`config.mk`:
```
export PLATFORM = sky130hd
export DESIGN_NAME = axi_rd_slave_arbiter
export DESIGN_NICKNAME = d
export VERILOG_FILES = /design/src/rtl/axi_arb_pkg.sv /design/src/rtl/axi_rr_pick.sv /design/src/rtl/axi_rd_slave_arbiter.sv
export SDC_FILE = /design/constraint.sdc
export NUM_CORES = 1
export LEC_CHECK = 0
export ABC_AREA = 1
export BUFFER_PORTS_ARGS = -buffer_cell sky130_fd_sc_hd__buf_4
export CORE_ASPECT_RATIO = 1.5
export CORE_MARGIN = 4
export CORE_UTILIZATION = 47
export CTS_CLUSTER_SIZE = 25
export DETAILED_ROUTE_END_ITERATION = 6
export MAX_ROUTING_LAYER = met4
export PLACE_DENSITY = 0.86
export SYNTH_ARGS = -nofsm -noshare
export SYNTH_HDL_FRONTEND = slang
export SYNTH_SLANG_ARGS = --single-unit
```
`constraint.sdc`:
```
create_clock -name AXI_CLK_i -period 2.9 [get_ports AXI_CLK_i]
set_input_delay 0.145 -clock AXI_CLK_i [delete_from_list [all_inputs] [get_ports AXI_CLK_i]]
set_output_delay 0.145 -clock AXI_CLK_i [all_outputs]
set_load 0.02 [all_outputs]
```
`src/rtl/axi_arb_pkg.sv`:
```
// Shared types and constants for the per-slave AXI read-address arbiter.
// Payload packing is {ID, ADDR, LEN, SIZE, BURST}, with BURST in the LSBs.
package axi_arb_pkg;

  typedef enum logic [1:0] {
    ARB_IDLE = 2'd0,
    ARB_ADDR = 2'd1,
    ARB_DATA = 2'd2
  } arb_state_e;

  localparam int AR_BURST_LSB = 0;
  localparam int AR_BURST_W   = 2;
  localparam int AR_SIZE_LSB  = 2;
  localparam int AR_SIZE_W    = 3;
  localparam int AR_LEN_LSB   = 5;
  localparam int AR_LEN_W     = 8;
  localparam int AR_ADDR_LSB  = 13;
  localparam int AR_ADDR_W    = 32;
  localparam int AR_ID_LSB    = 45;
  localparam int AR_ID_W      = 4;

  localparam int AXI_ARB_TO_CYC_DEF = 255;

endpackage

```
`src/rtl/axi_rr_pick.sv`:
```
// Purpose: combinational round-robin picker; the search starts at ptr and wraps modulo NUM_M.
// Latency: zero cycles (purely combinational).
// Backpressure: none; the caller decides when a grant is consumed.
module axi_rr_pick #(
  parameter int NUM_M = 2,
  parameter int MID_W = (NUM_M > 1) ? $clog2(NUM_M) : 1
) (
  input  logic [NUM_M-1:0] req,
  input  logic [MID_W-1:0] ptr,
  output logic [NUM_M-1:0] gnt_onehot,
  output logic [MID_W-1:0] gnt_idx,
  output logic             any
);

  always_comb begin
    int j;
    j          = 0;
    gnt_onehot = '0;
    gnt_idx    = '0;
    any        = 1'b0;
    for (int i = 0; i < NUM_M; i++) begin
      j = int'(ptr) + i;
      if (j >= NUM_M) j = j - NUM_M;
      if (!any && req[j]) begin
        any           = 1'b1;
        gnt_onehot[j] = 1'b1;
        gnt_idx       = MID_W'(j);
      end
    end
  end

endmodule

```
`src/rtl/axi_rd_slave_arbiter.sv`:
```
// Purpose: per-slave AR arbiter; holds one read per slave until the last R beat. Optional watchdog: AXI_ARB_TIMEOUT_EN.
// Latency: request to AR_VALID_o is 1 cycle; R-last handshake to the next req_ready_o is 1 cycle.
// Backpressure: AR_VALID_o is held until AR_READY_i; new requests wait in IDLE until the burst completes.
module axi_rd_slave_arbiter
  import axi_arb_pkg::*;
#(
  parameter int NUM_M  = 2,
  parameter int DATA_W = 49,
  parameter int TO_CYC = AXI_ARB_TO_CYC_DEF,
  localparam int MID_W = (NUM_M > 1) ? $clog2(NUM_M) : 1
) (
  input  logic                    AXI_CLK_i,
  input  logic                    AXI_RST_i,
  input  logic [NUM_M-1:0]        req_valid_i,
  input  logic [NUM_M*DATA_W-1:0] req_data_i,
  output logic [NUM_M-1:0]        req_ready_o,
  output logic                    AR_VALID_o,
  output logic [DATA_W-1:0]       AR_DATA_o,
  output logic [MID_W-1:0]        AR_MID_o,
  input  logic                    AR_READY_i,
  input  logic                    RVALID_i,
  input  logic                    RREADY_i,
  input  logic                    RLAST_i,
  output logic                    busy_o,
  output logic                    timeout_o
);

  arb_state_e        state_q, state_d;
  logic [MID_W-1:0]  rr_ptr_q;
  logic [DATA_W-1:0] ar_data_q;
  logic [MID_W-1:0]  ar_mid_q;

  logic [NUM_M-1:0]  gnt_onehot;
  logic [MID_W-1:0]  gnt_idx;
  logic              gnt_any;
  logic              gnt_take;
  logic              r_beat;
  logic              wd_hit;

  axi_rr_pick #(.NUM_M(NUM_M), .MID_W(MID_W)) u_pick (
    .req        (req_valid_i),
    .ptr        (rr_ptr_q),
    .gnt_onehot (gnt_onehot),
    .gnt_idx    (gnt_idx),
    .any        (gnt_any)
  );

  assign r_beat = RVALID_i & RREADY_i;

`ifdef AXI_ARB_TIMEOUT_EN
  localparam int CNT_W = ($clog2(TO_CYC + 1) > 8) ? $clog2(TO_CYC + 1) : 8;
  logic [CNT_W-1:0] wd_cnt_q;

  // Counter holds completed DATA cycles since entry or the last beat.
  always_ff @(posedge AXI_CLK_i) begin
    if (AXI_RST_i) begin
      wd_cnt_q <= '0;
    end else if ((state_q == ARB_ADDR && AR_READY_i) || (state_q == ARB_DATA && r_beat)) begin
      wd_cnt_q <= '0;
    end else if (state_q == ARB_DATA) begin
      wd_cnt_q <= wd_cnt_q + CNT_W'(1);
    end
  end

  assign wd_hit = (state_q == ARB_DATA) && !r_beat && (wd_cnt_q == CNT_W'(TO_CYC - 1));
`else
  assign wd_hit = 1'b0;
`endif

  always_comb begin
    state_d  = state_q;
    gnt_take = 1'b0;
    unique case (state_q)
      ARB_IDLE: begin
        if (gnt_any && !AXI_RST_i) begin
          gnt_take = 1'b1;
          state_d  = ARB_ADDR;
        end
      end
      ARB_ADDR: begin
        if (AR_READY_i) state_d = ARB_DATA;
      end
      ARB_DATA: begin
        if ((r_beat && RLAST_i) || wd_hit) state_d = ARB_IDLE;
      end
      default: state_d = ARB_IDLE;
    endcase
  end

  always_ff @(posedge AXI_CLK_i) begin
    if (AXI_RST_i) begin
      state_q   <= ARB_IDLE;
      rr_ptr_q  <= '0;
      ar_data_q <= '0;
      ar_mid_q  <= '0;
    end else begin
      state_q <= state_d;
      if (gnt_take) begin
        ar_data_q <= req_data_i[gnt_idx*DATA_W +: DATA_W];
        ar_mid_q  <= gnt_idx;
        // The granted master drops to lowest priority for the next round.
        rr_ptr_q  <= (gnt_idx == MID_W'(NUM_M - 1)) ? '0 : gnt_idx + MID_W'(1);
      end
    end
  end

  assign req_ready_o = gnt_take ? gnt_onehot : '0;
  assign AR_VALID_o  = (state_q == ARB_ADDR);
  assign AR_DATA_o   = ar_data_q;
  assign AR_MID_o    = ar_mid_q;
  assign busy_o      = (state_q != ARB_IDLE);
  assign timeout_o   = wd_hit;

endmodule

```
* After elaboration in Yosys (flattened, before gate mapping) *
Index checks and enable logic that the tools add are counted.

cells by class
  add/sub/neg operators = 4
  multiply operators = 1
  magnitude comparators = 6
  eq/ne operators = 5
  shift operators = 1
  multiplexer cells = 26
  bitwise gates (word level) = 2
  reduce and logical (&&, ||, !) cells = 10

operators with widths
  operator                                                                               count
  98-bit by 8-bit variable part select with 49-bit output                                1
  32-bit by 1-bit greater-or-equal comparator with 1-bit output (second input constant)  2
  32-bit by 3-bit < comparator with 1-bit output (second input constant)                 2
  32-bit 2-to-1 mux                                                                      2
  32-bit by 3-bit greater-or-equal comparator with 1-bit output (second input constant)  1
  32-bit by 3-bit subtractor with 32-bit output (second input constant)                  1
  1-bit 2-to-1 mux                                                                       15
  2-bit 2-to-1 mux                                                                       6
  1-bit by 6-bit multiplier with 7-bit output (second input constant)                    1
  2-bit case mux with 3 select lines                                                     1
  1-bit logical AND                                                                      5
  2-bit inequality test (second input constant)                                          2
  3-bit AND reduction                                                                    1
  1-bit by 2-bit subtractor with 3-bit output (second input constant)                    1
  1-bit by 1-bit adder with 2-bit output (second input constant)                         1
  1-bit demux with 1-bit select                                                          2
  2-bit by 1-bit equality test with 1-bit output (second input constant)                 1
  2-bit equality test (second input constant)                                            1
  1-bit by 2-bit greater-or-equal comparator with 1-bit output (second input constant)   1
  1-bit zero test                                                                        2
  2-bit zero test                                                                        1
  2-bit by 1-bit inequality test with 1-bit output (second input constant)               1
  2-bit OR                                                                               1
  2-bit nonzero test                                                                     1
  other kinds (2)                                                                        2

word-level totals
  bits in registers = 53
  output and inout bits = 55

* Longest topological paths before layout *
  depth after elaboration = 13
  depth in mapped cells = 8
  mapped depth without buffers = 7

* By module *
Synthesis repeated with hierarchy kept, for this count alone.

second synthesis, totals
  cells, all modules = 418
  area, all modules = 2,760.1 sq um

modules (own cells, without submodules)
  module                times used  cells each  area each (sq um)  sequential area each (sq um)
  axi_rd_slave_arbiter  1           404         2,705.1            1,061.0
  axi_rr_pick           1           14          55.1               0.0

* Worst setup path before layout *
Ideal clock, no wire load.

  path type = reg2reg
  start = register rr_ptr_q
  end = register rr_ptr_q
  library setup time = 133 ps
  arrival = 1,123 ps
  required time = 2,767 ps
  slack = 1,645 ps
  stages on the path, launching flop included = 7
  cells stage by stage = dfxtp_1 > inv_1 > nand2_1 > nand2_1 > buf_2 > nor2_1 > nor2_1

between the ends
  cells in the longest elaborated chain, start to end = 12
  elaborated cells between the ends (all ways) = 24
  those cells by class = add/sub: 4; order compare: 2; mux: 15; reduce/logical: 3

ends and longest elaborated chain
  element                                                                                 line                         text
  start, declared                                                                         axi_rd_slave_arbiter.sv:29   logic [MID_W-1:0] rr_ptr_q;
  start signal, assigned                                                                  axi_rd_slave_arbiter.sv:102  rr_ptr_q <= (gnt_idx == MID_W'(NUM_M - 1)) ? '0 : gnt_idx + MID_W'(1);
  branches (longest 12 deep; another with 32-bit by 3-bit subtractor with 32-bit output)  n/a

Several ways; the timed one is not identified. The select of a mux whose other input is x is not followed.
A chain may end at the register's enable or synchronous reset.

* Worst setup path in the final report *
  start = register rr_ptr_q
  end = output req_ready_o[1]

between the ends
  cells in the longest elaborated chain, start to end = 13
  elaborated cells between the ends (all ways) = 34
  those cells by class = add/sub: 3; order compare: 6; mux: 19; bitwise: 1; reduce/logical: 5

ends and longest elaborated chain
  element                                                                                 line                         text
  branches (longest 12 deep; another with 32-bit by 3-bit subtractor with 32-bit output)  n/a
  2-bit 2-to-1 mux (*)                                                                    axi_rd_slave_arbiter.sv:107  assign req_ready_o = gnt_take ? gnt_onehot : '0;
  end, declared                                                                           axi_rd_slave_arbiter.sv:16   output logic [NUM_M-1:0] req_ready_o,

Every way passes the cells marked *. The select of a mux whose other input is x is not followed.

==> Flow_metrics.wiki <==
{| class="wikitable"
! Metric !! Value
|-
| Outcome || finished clean
|-
| First-pass GRT wire length || 13.3 mm
|-
| Source of the worst hold timing path || AR_READY_i
|-
| Top cells by area in the synthesized netlist || sky130_fd_sc_hd__dfxtp_1, sky130_fd_sc_hd__nand2_1, sky130_fd_sc_hd__nand3_1
|-
| Vias in the first global route || 2944
|-
| Initial core utilization || 48.6%
|-
| Antenna cells || 0
|-
| Vias per inst || 4.99
|-
| Weighted congestion at the end of routability-driven global placement || 0.809
|-
| EDFF count, synth || 0
|-
| Initial DRT Pass Iterations || 4
|-
| Total via count in the routed design || 3081
|-
| Yosys cell types || 19
|-
| TritonCTS clock tree || yes
|-
| Post-synth top cells || sky130_fd_sc_hd__nand2_1, sky130_fd_sc_hd__dfxtp_1, sky130_fd_sc_hd__nand3_1
|-
| Max Clk Rate || 531 MHz
|-
| Drc violations || 0
|-
| Number of buffers on the longest clock path || 2
|-
| Count of nets after finishing || ~650
|-
| Fill cells || between 500 and 600
|-
| Die boundary height || 99.9 um
|-
| Synthesis warning total || 0
|-
| Clock slew at the register clock pins of the worst setup and hold paths || 0.10 ns
|-
| Buf+Inv Stages, Crit Path || 3
|-
| Critical path capture point type || primary output
|-
| Minimum clock period after layout || 1.88 ns
|-
| Critical path peak fanout || 24
|-
| Syn avg cell area || 6.50 sq um
|-
| Register-to-register setup slack || 1.23 ns
|-
| Max H-tree Level || 2
|-
| Worst Hold Path Cells || 4
|-
| Setup TNS after final layout || 0 ns
|-
| Synthesized net count || 513
|-
| Peak ir drop on the vdd network || about 350 uV
|-
| Leading area contributor after synthesis || sky130_fd_sc_hd__dfxtp_1
|-
| Routed wirelength normalized by instance count || 13.5 um
|-
| Slew @ Worst Pin || 0.591 ns
|-
| DR iter-0 viols || just over 200
|-
| DPL Wire Length || between 6 and 7 mm
|-
| Root buf cell || sky130_fd_sc_hd__clkbuf_8
|-
| Critical-path cell list || inv_1 > nand2_2 > nand2_1 > buf_4 > nor2_1 > buf_4
|-
| Max-slew violations || 0
|-
| Worst EP required || ~2.8 ns
|-
| Final Hold Violating Endpoints || 0
|-
| Power share of the combinational group || 29.3%
|-
| CP Data Arrival Time || 1.74 ns
|-
| Post-Synthesis Cell Area || 2650 sq um
|-
| Die boundary width || 69.3 um
|-
| Number of sinks handled by clock tree synthesis || 53
|-
| Worst r2r path cells || 6
|-
| All-layer global routing usage || a little under a quarter
|-
| DRT Wirelength || about 8.3 mm
|-
| Part of the total power dissipated in the clock network || 27.4%
|-
| Num CTS Buffers || 5
|-
| Number of standard-cell rows in the floorplan || 33
|-
| Max capacitance violation total || 0
|-
| RSZ-0062 raised after global routing || no
|-
| Most used DFF post-synth || sky130_fd_sc_hd__dfxtp_1
|-
| Utilization of the core after routing || 71.6%
|-
| Area enclosed by the die boundary || 6920 sq um
|-
| Number of input and output port buffers inserted || roughly 160
|-
| Worst Clk Skew || 0.00927 ns
|-
| Share of post-route cells with drive strength above 1 || 34.6%
|-
| Number of nets still failing antenna checks after routing || 0
|-
| Ratio of final minimum period to clock period || 65.0%
|-
| Psw || about 0.57 mW
|-
| Area share of the largest cell type after synthesis || approximately 40%
|-
| Number of antenna violations at the first check in global routing || 0
|-
| Register bit count reported by yosys || 53
|-
| Post CTS Setup Buffer Count || 0
|-
| GRT Residual Overflow || 0
|-
| Final setup violating endpoints || 0
|-
| Switching portion of total power || 30.5%
|-
| Insertion delay to the later sink of the worst-skew pair || 0.30 ns
|-
| Register area share after synthesis || 40.1%
|-
| Worst max-slew margin expressed relative to the limit || between 60% and 70%
|-
| Most used standard cell by instance count after synthesis || sky130_fd_sc_hd__nand2_1
|-
| PostCTS Resize Cnt || 0
|-
| Share of synthesized registers carrying an async set or reset || 0%
|-
| Capture point of the worst reg-to-reg path || AR_DATA_o[41]
|-
| Core area || approximately 5500 sq um
|-
| Tightest Hold Check Type || primary input to register
|-
| Reg-to-reg startpoint || state_q[1]
|-
| Hold-fix buffer count after cts || 0
|-
| Classification of the worst setup path || register to primary output
|-
| CP max-delay cell || sky130_fd_sc_hd__dfxtp_1
|-
| Hold worst-path end || state_q[0]
|-
| Cell-internal power || 1.31 mW
|-
| Layout-stage area growth over the synthesis result || 47.5%
|-
| Kind of start point of the critical path || register
|-
| Relative contribution of sequential cells to total power || 43.2%
|-
| Total leakage power || between 1.5 and 2 nW
|-
| Synthesized instance count || 407
|-
| Delay-heaviest family, CP || simple AND/OR/NAND/NOR gates
|-
| Ports placed on the boundary || roughly 160
|-
| Maximum number of pins on one net before global-route repair || 54
|-
| Largest stage delay on the critical path || 0.33 ns
|-
| Cell area power density || 482 nW/um^2
|-
| Most repeated library cell on the critical path || sky130_fd_sc_hd__buf_4
|}
==> logic make-up (layout without fill, tap and decap cells) <==
kind of cell	count (synthesis)	in the layout	share of synthesized area, %
AND/OR/NAND/NOR	262	262	40.0
flip-flops	53	53	40.1
other	1	1	0.142
AO/OA/AOI/OAI	54	54	11.9
buffers and inverters	37	177	7.85
==> cell usage in the layout, fill, tap and decap left out <==
cell type                      n
sky130_fd_sc_hd__nand2_1     200
sky130_fd_sc_hd__conb_1        1
sky130_fd_sc_hd__nor2_4        1
sky130_fd_sc_hd__buf_4       165
sky130_fd_sc_hd__a211oi_1      1
sky130_fd_sc_hd__nor2_2        1
sky130_fd_sc_hd__inv_1         3
sky130_fd_sc_hd__clkbuf_8      6
sky130_fd_sc_hd__o21ai_0       2
sky130_fd_sc_hd__a21oi_1      39
sky130_fd_sc_hd__bufinv_16     1
sky130_fd_sc_hd__nand3_1      51
sky130_fd_sc_hd__clkinvlp_4    1
sky130_fd_sc_hd__o21ai_1       1
sky130_fd_sc_hd__inv_2         1
sky130_fd_sc_hd__a21oi_2      11
sky130_fd_sc_hd__dfxtp_1      53
sky130_fd_sc_hd__nor2_1        7
sky130_fd_sc_hd__nand2_2       2
==> final cells by class <==
cell class                      instances  area [sq um]  area share (%)
Clock buffer                            6          82.6            2.12
Clock inverter                          2          37.5           0.962
Inverter                                4          15.0           0.385
Multi-Input combinational cell        317          1380            35.4
Sequential cell                        53          1060            27.2
Tap cell                               70          87.6            2.24
Timing Repair Buffer                  165          1240            31.7
==> flip-flops by register name, indices dropped and copies added, names as in the netlist <==
name / count
state_q: 2
AR_MID_o: 1
rr_ptr_q: 1
AR_DATA_o: 49
==> worst max path at each step <==
| stage | cells after the start | startpoint | to |
|---|---|---|---|
| finish | 6 | rr_ptr_q | req_ready_o[1] |
| global route | 6 | rr_ptr_q | req_ready_o[1] |
| CTS | 6 | rr_ptr_q | req_ready_o[1] |
| detailed placement | 6 | req_valid_i[1] | AR_DATA_o[48] |
| global placement | 6 | req_valid_i[1] | AR_DATA_o[41] |
| floorplan | 6 | rr_ptr_q | rr_ptr_q |
==> tightest hold or removal path, delay by kind of cell <==
family | cells | cell delay (ns)
AND/OR/NAND/NOR | 3 | 0.15
buffers and inverters | 1 | 0.08
==> power groups by stage <==
stage	Clock, mW	Combinational [mW]	Sequential [mW]
after floorplan	0	0.262	0.886
after global placement	0	0.543	0.826
after detailed placement	0	0.555	0.828
after CTS	0.529	0.557	0.812
after global routing	0.565	0.604	0.820
final	0.516	0.551	0.813
==> stage by stage <==
stage	cells	hold slack (ns)	power, mW	setup WS, ns	cell area, sq um
floorplan	407	0.319	1.15	1.64	2650
global placement	609	0.416	1.37	1.05	3780
detailed placement	609	0.426	1.38	0.985	3780
CTS	617	0.0928	1.90	0.996	3900
global route	617	0.108	1.99	0.835	3900
finish	617	0.101	1.88	1.02	3900
==> layer usage <==
metal	track usage (%)	up-vias	part of all wire (%)
li1	-	1567	-
met1	24.8	1410	35
met2	44.4	98	57
met3	5.81	6	6.5
met4	7.07	0	1.3
met5	-	-	0
(Power assumes the default switching activity.)
